**src/rtl/salsa_pkg.sv**
```systemverilog
// salsa_pkg: shared FSM states, rotate amounts, quarter-round index tables and helpers for the Salsa hash core.
package salsa_pkg;

    typedef enum logic [2:0] {IDLE, LOAD, ROUND, ADD, OUT} state_t;

    localparam int ROT_A = 7;
    localparam int ROT_B = 9;
    localparam int ROT_C = 13;
    localparam int ROT_D = 18;

    // Entries 0..3 are the column quarter-rounds, 4..7 the row quarter-rounds; each lists (a, b, c, d).
    localparam logic [3:0] QR_IDX [8][4] = '{
        '{4'd0,  4'd4,  4'd8,  4'd12},
        '{4'd5,  4'd9,  4'd13, 4'd1},
        '{4'd10, 4'd14, 4'd2,  4'd6},
        '{4'd15, 4'd3,  4'd7,  4'd11},
        '{4'd0,  4'd1,  4'd2,  4'd3},
        '{4'd5,  4'd6,  4'd7,  4'd4},
        '{4'd10, 4'd11, 4'd8,  4'd9},
        '{4'd15, 4'd12, 4'd13, 4'd14}
    };

    function automatic int round_cycles(input int rounds, input int qr_par);
        return rounds * 4 / qr_par;
    endfunction

    function automatic logic [31:0] rotl(input logic [31:0] v, input int n);
        return (v << n) | (v >> (32 - n));
    endfunction

endpackage

```
**src/rtl/salsa_quarterround.sv**
```systemverilog
// salsa_quarterround: combinational Salsa20 quarter-round; xi/xo element 0..3 = a, b, c, d.
module salsa_quarterround
    import salsa_pkg::*;
(
    input  logic [3:0][31:0] xi,
    output logic [3:0][31:0] xo
);

    logic [31:0] a, b, c, d;

    assign b  = xi[1] ^ rotl(xi[0] + xi[3], ROT_A);
    assign c  = xi[2] ^ rotl(b + xi[0], ROT_B);
    assign d  = xi[3] ^ rotl(c + b, ROT_C);
    assign a  = xi[0] ^ rotl(d + c, ROT_D);
    assign xo = {d, c, b, a};

endmodule

```
**src/rtl/salsa_hash_stream.sv**
```systemverilog
// salsa_hash_stream: Salsa20/ROUNDS hash with word-serial load and OUT_W-bit backpressured output stream.
module salsa_hash_stream
    import salsa_pkg::*;
#(
    parameter int ROUNDS = 20,
    parameter int QR_PAR = 1,
    parameter int OUT_W  = 8
) (
    input  logic             clk,
    input  logic             reset,
    input  logic             start,
    output logic             ready,
    input  logic             in_valid,
    output logic             in_ready,
    input  logic [31:0]      data_in,
    output logic             writes,
    input  logic             out_ready,
    output logic [OUT_W-1:0] data_out
);

    localparam int         RCYC   = round_cycles(ROUNDS, QR_PAR);
    localparam logic [6:0] LAST_R = 7'(RCYC - 1);
    localparam logic [1:0] LAST_B = 2'(32 / OUT_W - 1);

    state_t st, nxt;
    logic [31:0] x [16];
    logic [31:0] s [16];
    logic [3:0]  wcnt;
    logic [1:0]  bcnt;
    logic [6:0]  rcnt;
    logic [31:0] cur;
    logic        last_b;
    logic [2:0]        qe [QR_PAR];
    logic [3:0][31:0]  qo [QR_PAR];

    // One QR per cycle walks all eight table entries; four per cycle alternates column/row halves.
    for (genvar g = 0; g < QR_PAR; g++) begin : g_qr
        assign qe[g] = QR_PAR == 1 ? rcnt[2:0] : {rcnt[0], 2'(g)};
        salsa_quarterround u_qr (
            .xi({x[QR_IDX[qe[g]][3]], x[QR_IDX[qe[g]][2]], x[QR_IDX[qe[g]][1]], x[QR_IDX[qe[g]][0]]}),
            .xo(qo[g])
        );
    end

    assign last_b = bcnt == LAST_B;

    always_ff @(posedge clk)
        st <= reset ? IDLE : nxt;

    always_comb begin
        nxt = st;
        case (st)
            IDLE:    nxt = start ? LOAD : IDLE;
            LOAD:    nxt = in_valid && wcnt == 4'd15 ? ROUND : LOAD;
            ROUND:   nxt = rcnt == LAST_R ? ADD : ROUND;
            ADD:     nxt = OUT;
            OUT:     nxt = out_ready && wcnt == 4'd15 && last_b ? IDLE : OUT;
            default: nxt = IDLE;
        endcase
    end

    always_comb begin
        ready    = st == IDLE;
        in_ready = st == LOAD;
        writes   = st == OUT;
        cur      = x[wcnt] >> (OUT_W * int'(bcnt));
        data_out = writes ? cur[OUT_W-1:0] : '0;
    end

    always_ff @(posedge clk) begin
        if (reset) begin
            wcnt <= '0;
            bcnt <= '0;
            rcnt <= '0;
        end else begin
            if ((st == LOAD && in_valid) || (st == OUT && out_ready && last_b))
                wcnt <= wcnt + 4'd1;
            if (st == OUT && out_ready)
                bcnt <= last_b ? 2'd0 : bcnt + 2'd1;
            if (st == ROUND)
                rcnt <= rcnt == LAST_R ? 7'd0 : rcnt + 7'd1;
        end
    end

    always_ff @(posedge clk) begin
        if (st == LOAD && in_valid) begin
            x[wcnt] <= data_in;
            s[wcnt] <= data_in;
        end
        if (st == ROUND)
            for (int q = 0; q < QR_PAR; q++)
                for (int j = 0; j < 4; j++)
                    x[QR_IDX[qe[q]][j]] <= qo[q][j];
        if (st == ADD)
            for (int i = 0; i < 16; i++)
                x[i] <= x[i] + s[i];
    end

endmodule

```
**config.mk**
```make
export PLATFORM = sky130hd
export DESIGN_NAME = salsa_hash_stream
export DESIGN_NICKNAME = d
export VERILOG_FILES = /design/src/rtl/salsa_pkg.sv /design/src/rtl/salsa_quarterround.sv /design/src/rtl/salsa_hash_stream.sv
export SDC_FILE = /design/constraint.sdc
export NUM_CORES = 2
export LEC_CHECK = 0
export CORE_MARGIN = 10
export CORE_UTILIZATION = 40
export DETAILED_ROUTE_END_ITERATION = 8
export GPL_TIMING_DRIVEN = 0
export HOLD_SLACK_MARGIN = 0.03
export PLACE_DENSITY_LB_ADDON = 0.25
export SLEW_MARGIN = 15
export SYNTH_ARGS = -nofsm -noshare
export SYNTH_HDL_FRONTEND = slang
export SYNTH_HIERARCHICAL = 1
export SYNTH_SLANG_ARGS = --single-unit
```
**constraint.sdc**
```tcl
create_clock -name clk -period 18.05 [get_ports clk]
set_input_delay 1.805 -clock clk [delete_from_list [all_inputs] [get_ports clk]]
set_output_delay 1.805 -clock clk [all_outputs]
set_load 0.005 [all_outputs]
```
==> reports/metrics.cfg <==
[place]
hpwl_um=435000
dpl_cell_area_mm2=0.0899
place_congestion=1.12
io_buffers=47
pre_cts_ws_ns=-1.42

[cts]
cts_tree=built
cts-root-buf=clkbuf_16
clk_pin_slew_ns=0.06
cts_max_level=4
clock_latency_ns=0.86
numClockSinks=1044
cts-buffers-inserted=132
cts_hold_buf=0
cts_buffer_depth=3

[floorplan]
core_area_mm2=0.207
start_util=0.403
die_area_mm2=0.227
fp.dieW_um=477
row_count=167
die-height_um=477
ios=48

[synth]
syn_nets=8858
synth-async-reset-ratio=0
syn_area_mm2=0.0835
synth_flop_cell=edfxtp_1
synth_warnings=6
syn_inst=8173
ys_ff_latch=1044
ys_seq_area_frac=0.373
synth-edff-count=1024
synth_cell_types=105
syn_avg_cell_area_um2=10.2

[routing]
route.detailed.drc=0
drtIter0Drc=13695
wl_per_cell_um=45.1
vias=80554
vias_per_cell=7.04
ant_nets=0
drt_wl_total_um=516000
dr.pass1.iters=6

[worst_setup_path]
cp_max_fo=10
r2r_slack_ns=-0.25
end_kind=flip-flop
cpPeakStageDelay_ns=1.04
worst_path_max_delay_cell=buf_1
start_kind=flip-flop
arrival_ns=18.86
cp.required_ns=18.61
critPathKind=flip-flop to flip-flop

[power_and_ir_drop]
seqPwrFrac=0.361
p_per_area_mw_per_mm2=78.6
irDropWorstVdd_uv=83.1
p_sw_w=0.00261
internal-power_w=0.00481
pwr-share-clk=0.364
total_power_w=0.00743
power_switching_share=0.352
p_leak_nw=34.9
power_frac_comb=0.275

[global_routing]
grtUsageTotal=0.433
grt_pass1_vias=75568
grt_max_degree=33
antenna_found_initial=77
grt_pass1_wl_um=671000
grt_overflow=0

[sta]
hold-worst-slack_ns=0.505
slew-limit-headroom=0.0286
fin_ws_ns=-0.254
rsz0062_at_grt=no
finalHoldViolations=0
fin_skew_ns=0.0371
setup_viol=31
tightest_slew_ns=1.46
slew_violations=0
post-route-min-period_ns=18.30
fin_crit_sh=1.01
clock.fmax_ghz=0.0546

[layout]
nNetsFinal=9185
drive_above_1_share=0.122
fill_cells=19592
layout_commonest_cell=edfxtp_1
final_cell_mix=1024 x edfxtp_1, 799 x a21oi_1, 646 x nand2_1
fin_area_mm2=0.0945
area_delta_synth_final_pct=13.2
fin_util=0.456

[outcome]
violations=setup timing
outcome=complete, but fails checks

[flow_run]
drv_cap=0

[min_path]
hp-class=flip-flop to flip-flop

-- final timing paths --
check | start | cells past startpoint | end
worst min-delay path | rcnt[6]$_SDFFE_PP0P_ | 2 | rcnt[6]$_SDFFE_PP0P_
worst min register to register | rcnt[6]$_SDFFE_PP0P_ | 2 | rcnt[6]$_SDFFE_PP0P_
worst max-delay path | rcnt[1]$_SDFFE_PP0P_ | 50 | x[4][6]$_DFFE_PP_
worst max register to register | rcnt[1]$_SDFFE_PP0P_ | 50 | x[4][6]$_DFFE_PP_
-- through the flow --
stage,TNS [ns],instances
5_1_grt,0,11400
3_3_place_gp,-1090.73,11008
3_5_place_dp,-205.42,11152
2_1_floorplan,0,8173
6_report,-3.07,11441
4_1_cts,0,11388
-- Yosys cell counts (all sizes together), types with 15 or more instances --
master / count / share of area
ha: 628 / 0.094
or2: 43 / 0.0032
xor2: 312 / 0.033
o21a: 77 / 0.0069
nor3: 73 / 0.0045
xnor2: 394 / 0.041
a31oi: 79 / 0.0061
and2: 41 / 0.0031
o31ai: 37 / 0.0035
a211oi: 473 / 0.043
nor2b: 50 / 0.0037
nand3: 98 / 0.0059
nand2b: 74 / 0.0055
nor2: 566 / 0.025
o21ai: 556 / 0.033
a21o: 335 / 0.030
o21bai: 88 / 0.0079
o31a: 16 / 0.0017
nor4: 21 / 0.0018
dfxtp: 20 / 0.0048
buf: 112 / 0.0062
edfxtp: 1024 / 0.37
nand2: 647 / 0.029
fa: 20 / 0.0048
mux2: 33 / 0.0045
inv: 146 / 0.0066
clkbuf: 393 / 0.018
o211ai: 181 / 0.016
or3: 36 / 0.0027
nand4: 58 / 0.0043
a21oi: 809 / 0.049
a221oi: 22 / 0.0025
mux4: 333 / 0.090
o22ai: 17 / 0.0013
mux2i: 49 / 0.0059
a2111oi: 15 / 0.0024
a21boi: 18 / 0.0018
and3: 65 / 0.0049
-- critical path: cells and delay by family, from the launching register on --
family                   cells  cell delay (ns)
XOR/XNOR                     4             1.96
multiplexers                 2             1.10
flip-flops                   1             0.59
AND/OR/NAND/NOR             10             2.11
buffers and inverters        7             4.18
adder cells (fa/ha/maj)      4             1.89
AO/OA/AOI/OAI               23             6.05
-- what timing repair did --
| item | 4_1_cts | 5_1_grt |
|---|---|---|
| resized for setup | 28 | 13 |
| setup endpoints to repair | 330 | 138 |
| setup buffers | 0 | 1 |
| pin swaps | 0 | 1 |
-- kinds of logic (layout without fill, tap and decap cells) --
| kind of cell | after synthesis | after routing | share of synthesized area |
|---|---|---|---|
| AOI/OAI and AO/OA | 2873 | 2873 | 0.223 |
| and+or+nand+nor | 1835 | 1835 | 0.100 |
| DFF | 1044 | 1044 | 0.373 |
| xor gates and xnor gates | 706 | 706 | 0.0742 |
| buffers and inverters | 652 | 1082 | 0.0305 |
| adders and majority gates | 648 | 648 | 0.0989 |
| muxes | 415 | 415 | 0.100 |
| other | 0 | 50 | 0 |
-- area by class of cell --
class,count,area [µm²],area share
clock buffers,162,3440,0.0364
diodes,50,125,0.00132
well taps,2788,3490,0.0369
inverters,147,552,0.00584
plain buffers,504,2090,0.0221
repair buffers,194,2440,0.0259
multi-input cells,6477,50400,0.533
flip-flops and latches,1044,31100,0.330
clock inverters,75,800,0.00846
-- state kept, by name (all words and copies together), names as in the netlist, named ones only --
register and count:
s 512, x 512, rcnt 7, wcnt 4
st 3, bcnt 2
-- power by group through the flow --
stage          registers [W]  clock network, W  logic (W)
6_report             0.00268           0.00270    0.00204
3_5_place_dp         0.00273                 0    0.00192
3_3_place_gp         0.00274                 0    0.00185
5_1_grt              0.00268           0.00279    0.00206
2_1_floorplan        0.00273                 0    0.00105
4_1_cts              0.00268           0.00270    0.00193
-- layer usage --
metal  routed length, µm  share of wire  up-vias  global-route usage
li1                    -              -    32297                   -
met2              215000           0.42     6443               0.635
met4               51400           0.10       24               0.346
met3               64500           0.12     1574               0.126
met5                 169        0.00033        -            0.000210
met1              185000           0.36    40216               0.529
No activity file was read; power rests on OpenSTA's default activity.
